## config.mk

```make
export PLATFORM = sky130hd
export DESIGN_NAME = counter_mod_param
export DESIGN_NICKNAME = d
export VERILOG_FILES = /design/src/rtl/counter_mod_param.sv
export SDC_FILE = /design/constraint.sdc
export NUM_CORES = 1
export LEC_CHECK = 0
export BUFFER_PORTS_ARGS = -buffer_cell sky130_fd_sc_hd__buf_2
export CAP_MARGIN = 20
export CORE_AREA = 2 2 39 41
export DETAILED_ROUTE_END_ITERATION = 6
export DIE_AREA = 0 0 41 43
export HOLD_SLACK_MARGIN = 0.12
export PLACE_DENSITY = 0.76
export SYNTH_ARGS = -nofsm -noshare
export SYNTH_HDL_FRONTEND = slang
export SYNTH_SLANG_ARGS = --single-unit
```

## constraint.sdc

```tcl
create_clock -name clock -period 2.6 [get_ports clock]
set_input_delay 0.26 -clock clock [delete_from_list [all_inputs] [get_ports clock]]
set_output_delay 0.26 -clock clock [all_outputs]
set_load 0.03 [all_outputs]
```

## src/rtl/counter_mod_param.sv

```systemverilog
`default_nettype none
//------------------------------------------------------------------------------
//  Module      : counter_mod_param
//  Description : Parametrised modulo-N up/down counter for the clock chain,
//                with synchronous clear, range-clamped load, an enable
//                prescaler and a combinational terminal-count carry so that
//                stages can be cascaded (carry -> enable of the next stage).
//  Revision    : 1.0  initial release
//------------------------------------------------------------------------------
module counter_mod_param #(
   parameter int WIDTH    = 6,
   parameter int MODULUS  = 60,
   parameter int PRESCALE = 1
) (
   input  logic             clock,
   input  logic             reset_n,
   input  logic             clear,
   input  logic             load,
   input  logic [WIDTH-1:0] data,
   input  logic             enable,
   input  logic             up_down,
   output logic [WIDTH-1:0] count,
   output logic             carry,
   output logic             load_err
);

   // Highest legal count value; every compare is done at WIDTH bits.
   localparam logic [WIDTH-1:0] c_max_count = WIDTH'(MODULUS - 1);

   // Parameter sanity: an illegal modulus or prescale stops elaboration.
   generate
      if ((MODULUS < 2) || (MODULUS > (2 ** WIDTH))) begin : g_bad_modulus
         $error("counter_mod_param: MODULUS must satisfy 2 <= MODULUS <= 2**WIDTH");
      end
      if (PRESCALE < 1) begin : g_bad_prescale
         $error("counter_mod_param: PRESCALE must be >= 1");
      end
   endgenerate

   logic             tick;
   logic [WIDTH-1:0] count_d, count_q;
   logic             load_err_d, load_err_q;
   logic             load_oor;
   logic             terminal;

   // Prescaler: divides enabled cycles down to count steps. With PRESCALE = 1
   // no register is needed and every enabled cycle is a step.
   generate
      if (PRESCALE > 1) begin : g_prescale
         localparam int c_pre_w = $clog2(PRESCALE);
         localparam logic [c_pre_w-1:0] c_pre_last = c_pre_w'(PRESCALE - 1);

         logic [c_pre_w-1:0] pre_d, pre_q;

         // Next prescaler value: restart on clear/load, advance while enabled.
         always_comb begin
            pre_d = pre_q;
            if (clear || load) begin
               pre_d = '0;
            end else if (enable) begin
               pre_d = (pre_q == c_pre_last) ? '0 : pre_q + c_pre_w'(1);
            end
         end

         // Prescaler register.
         always_ff @(posedge clock or negedge reset_n) begin
            if (!reset_n) begin
               pre_q <= '0;
            end else begin
               pre_q <= pre_d;
            end
         end

         assign tick = enable & (pre_q == c_pre_last);
      end else begin : g_no_prescale
         assign tick = enable;
      end
   endgenerate

   // data == MODULUS-1 is the largest value accepted unchanged.
   assign load_oor = (data > c_max_count);

   // Wrap point depends on the direction currently selected.
   assign terminal = up_down ? (count_q == c_max_count) : (count_q == '0);

   // Carry is combinational so the next stage steps on the same edge as the
   // wrap; clear and load suppress it because they pre-empt the step.
   assign carry = tick & ~clear & ~load & terminal;

   // Next count and load-error flag; priority clear > load > counting.
   always_comb begin
      count_d    = count_q;
      load_err_d = 1'b0;
      if (clear) begin
         count_d = '0;
      end else if (load) begin
         if (load_oor) begin
            count_d    = c_max_count;
            load_err_d = 1'b1;
         end else begin
            count_d = data;
         end
      end else if (tick) begin
         if (up_down) begin
            count_d = (count_q == c_max_count) ? '0 : count_q + WIDTH'(1);
         end else begin
            count_d = (count_q == '0) ? c_max_count : count_q - WIDTH'(1);
         end
      end
   end

   // Count and load-error registers.
   always_ff @(posedge clock or negedge reset_n) begin
      if (!reset_n) begin
         count_q    <= '0;
         load_err_q <= 1'b0;
      end else begin
         count_q    <= count_d;
         load_err_q <= load_err_d;
      end
   end

   assign count    = count_q;
   assign load_err = load_err_q;

endmodule
`default_nettype wire
```

==> reports/qor_table.md <==
| Group | Result | Reported |
|---|---|---|
| sta | Final worst slack | 585 ps |
| clocking | Clock tree from TritonCTS | done |
| die | Placeable core area | 1380 um2 |
| synth | Synthesized Nets | 94 |
| grt | First-pass GRT wire length | 2.54 mm |
| synth | Number of register bits inferred by synthesis | 7 |
| sta | Post-route setup TNS | 0 ps |
| run status | Result of the run | complete, no violations |
| setup path | Launching point of the worst reg2reg path | count[1]$_DFFE_PN0P_ |
| grt | Antenna violations before repair | 0 |
| routing | Vias post-DR | 678 |
| sta | RSZ-0062 raised after global routing | false |
| synth | Post-synthesis average cell area | 8.20 um2 |
| routing | DRC violations left | 0 |
| routing | Starting DRC count in detailed routing | 18 |
| routing | Number of antenna-violating nets in the routed design | 0 |
| power | Worst-case vdd ir drop | 0.229 mV |
| sta | Tmin final | 2010 ps |
| power | Total power density per cell area | 473 nW/um2 |
| synth | Post-synthesis instance area | 648 um2 |
| cells and area | Total inserted antenna cells | 0 |
| clocking | Clock Latency Late Sink | 260 ps |
| grt | Via count of the first global-routing pass | 548 |
| cells and area | Share of cells above drive strength 1 | 26.0% |
| synth | Post-synthesis cell count | 79 |
| setup path | Highest net fanout along the worst path | 8 |
| setup path | Nature of the critical path startpoint | register |
| cells and area | Final core utilization | 55.0% |
| min path | Source of the worst hold timing path | data[3] |
| synth | Proportion of synthesized chip area in sequential cells | 27.0% |
| power | Cell leakage power | 0.349 nW |
| die | Die outline area | 1760 um2 |
| cells and area | Nets | 112 |
| cells and area | Footprint of the multi-input gates | 415 um2 |
| synth | Fraction of post-synthesis cell area in the top cell type by area | 27.0% |
| placed design | Routability Congestion | 0.846 |
| routing | Routed length per instance | 14.5 um |
| synth | Leading area contributor after synthesis | sky130_fd_sc_hd__dfrtp_1 |
| run | Reported max-cap violation count | 0 |
| cells and area | Area growth from synthesis to layout | 17.4% |
| grt | Gr ovfl total | 0 |
| sta | Setup-failing EPs final | 0 |
| die | Initial core utilization | 46.8% |
| min path | Worst hold endpoint | load_err$_DFF_PN0_ |
| sta | Worst slew slack as a fraction of its limit | 66.8% |
| synth | Area contributors post-synth | sky130_fd_sc_hd__dfrtp_1 27%, sky130_fd_sc_hd__ha_1 5.8%, sky130_fd_sc_hd__a21oi_1 5.4%, sky130_fd_sc_hd__nor3b_1 4.6%, sky130_fd_sc_hd__xnor2_1 4.1% |
| setup path | Data required, critical path | 2340 ps |
| setup path | Sort of element at the end of the critical path | primary output |
| clocking | Library cell used as clock root buffer | sky130_fd_sc_hd__clkbuf_4 |
| placed design | Worst setup slack after placement | 899 ps |
| sta | Maximum operating frequency | 496 MHz |
| die | Row count | 14 |
| cells and area | # fillers | 137 |
| clocking | Number of CTS-inserted buffers | 3 |
| grt | Global-route usage over all layers | 21.2% |
| routing | Drt first pass iters | 4 |
| sta | Final Cycle Share | 77.5% |
| die | # IOs | 20 |
| sta | Slew @ Worst Pin | 495 ps |
| routing | WL final | 1.63 mm |
| clocking | Max clock buf depth | 2 |
| sta | Clock Skews | 4.63 ps |
| power | Overall Power | 0.000360 W |
| die | Die W | 41 um |
| min path | WHS Path Cells | 3 |
| clocking | Number of clock sinks seen by CTS | 7 |
| setup path | Setup Crit Path Kind | reg -> out |
| placed design | DP Wirelength | 1.17 mm |
| sta | Max-slew violation total from the final report | 0 |
| clocking | Post-cts sizing count | 0 |
| setup path | Signal arrival time at the worst endpoint | 1750 ps |
| die | Overall die height | 43 um |
| setup path | Worst reg-to-reg path cell count | 5 |
| routing | Via-per-instance ratio | 6.05 |
| synth | Synth warnings | 0 |
| synth | Cell variety after synth | 30 |
| clocking | Clock transition at the register clock pins on the worst setup and hold paths after CTS | 60 ps |
| placed design | Port Buffers | 19 |
| clocking | CTS H-tree lvls | 1 |
| cells and area | Sequential cell area | 175 um2 |
| sta | Hold Violations, Final | 0 |
| min path | HP Class | in -> reg |
| setup path | End of the worst register-to-register path | count[4]$_DFFE_PN0P_ |
| grt | Maximum number of pins on one net before global-route repair | 13 |
| setup path | Reg2reg setup slack | 920 ps |
-- routing by layer --
metal | share of wire (%) | GRT usage [%] | up-vias
met3 | 7.1 | 5.76 | 4
met2 | 47 | 29.4 | 41
met4 | 1.5 | 10.7 | 0
met5 | 0 | 0 | -
li1 | - | - | 326
met1 | 44 | 29.0 | 307
-- per-stage QoR --
stage,cell area (um2),instances,hold WS (ps)
6_report,761,112,260
5_1_grt,761,112,267
4_1_cts,761,112,253
3_5_place_dp,724,107,109
3_3_place_gp,724,107,98.6
2_1_floorplan,648,79,-35.6
-- layout make-up --
class / count / share of cell area [%]
Multi-Input combinational cell: 60 / 54.6
Sequential cell: 7 / 23.0
Timing Repair Buffer: 20 / 13.8
Clock buffer: 4 / 3.45
Tap cell: 16 / 2.63
Inverter: 5 / 2.47
-- flip-flops by register name, indices dropped and copies added (netlist names) --
signal	cells
count	6
load_err	1
-- kinds of logic (layout without fill, tap and decap cells) --
group,count (synthesis),after routing,synth area share [%]
AOI/OAI and AO/OA,24,24,26.8
xor gates and xnor gates,6,6,8.11
adders and majority gates,3,3,5.79
buffers and inverters,12,29,8.88
DFF,7,7,27.0
muxes,1,1,1.54
and+or+nand+nor,26,26,21.8
-- cells in the mapped netlist, drive strengths merged --
cell type  count
a21oi          7
dfrtp          7
buf            5
inv            5
nand2          5
nor2           5
nand3          4
nor3           4
nor3b          4
o21ai          4
ha             3
o22ai          3
xnor2          3
xor2           3
a221o          2
clkbuf         2
nand4          2
a21boi         1
a311o          1
a31o           1
a31oi          1
a32oi          1
a41o           1
and4b          1
mux2i          1
o21bai         1
o32ai          1
or3b           1
-- report_power, final --
group | internal [W] | leakage (nW) | switching (W)
Combinational | 0.0000487 | 0.241 | 0.0000691
Clock | 0.0000590 | 0.0150 | 0.0000460
Sequential | 0.000117 | 0.0921 | 0.0000202
-- cells in the final DEF (no fill, tap or decap) --
cell type	synthesis	routed
sky130_fd_sc_hd__a21boi_0	1	1
sky130_fd_sc_hd__a21oi_1	7	7
sky130_fd_sc_hd__a221o_1	2	2
sky130_fd_sc_hd__a311o_1	1	1
sky130_fd_sc_hd__a31o_4	1	1
sky130_fd_sc_hd__a31oi_1	1	1
sky130_fd_sc_hd__a32oi_1	1	1
sky130_fd_sc_hd__a41o_1	1	1
sky130_fd_sc_hd__and4b_1	1	1
sky130_fd_sc_hd__buf_2	4	19
sky130_fd_sc_hd__clkbuf_1	2	1
sky130_fd_sc_hd__clkbuf_4	0	3
sky130_fd_sc_hd__dfrtp_1	7	7
sky130_fd_sc_hd__dlygate4sd3_1	0	1
sky130_fd_sc_hd__ha_1	3	3
sky130_fd_sc_hd__inv_1	5	5
sky130_fd_sc_hd__mux2i_1	1	1
sky130_fd_sc_hd__nand2_1	5	5
sky130_fd_sc_hd__nand3_1	4	4
sky130_fd_sc_hd__nand4_1	2	2
sky130_fd_sc_hd__nor2_1	5	5
sky130_fd_sc_hd__nor3_1	4	4
sky130_fd_sc_hd__nor3b_1	4	4
sky130_fd_sc_hd__o21ai_0	3	3
sky130_fd_sc_hd__o21ai_2	1	1
sky130_fd_sc_hd__o21bai_1	1	1
sky130_fd_sc_hd__o22ai_1	3	3
sky130_fd_sc_hd__o32ai_1	1	1
sky130_fd_sc_hd__or3b_4	1	1
sky130_fd_sc_hd__xnor2_1	3	3
sky130_fd_sc_hd__xor2_1	3	3
-- how the worst max path moves through the flow --
stage | startpoint | end | slack (ps) | cells after the start
after floorplan | count[1]$_DFFE_PN0P_ | carry | 650 | 4
final | count[0]$_DFFE_PN0P_ | carry | 590 | 6
after CTS | count[0]$_DFFE_PN0P_ | carry | 600 | 6
after detailed placement | count[1]$_DFFE_PN0P_ | carry | 900 | 6
after global placement | count[1]$_DFFE_PN0P_ | carry | 930 | 5
after global routing | count[0]$_DFFE_PN0P_ | carry | 370 | 6
-- timing repair --
item / CTS / global route
endpoints found under the hold margin: 7 / 0
hold buffers: 1 / 0
buffers inserted: 0 / 0
-- worst max-delay path: stages (launching register included) --
cell and delay, ps:
sky130_fd_sc_hd__dfrtp_1 470, sky130_fd_sc_hd__inv_1 130, sky130_fd_sc_hd__ha_1 190, sky130_fd_sc_hd__nor3b_1 250
sky130_fd_sc_hd__nand2_1 110, sky130_fd_sc_hd__a21oi_1 140, sky130_fd_sc_hd__buf_2 210
Note: power is estimated with default switching activity, not from simulation.
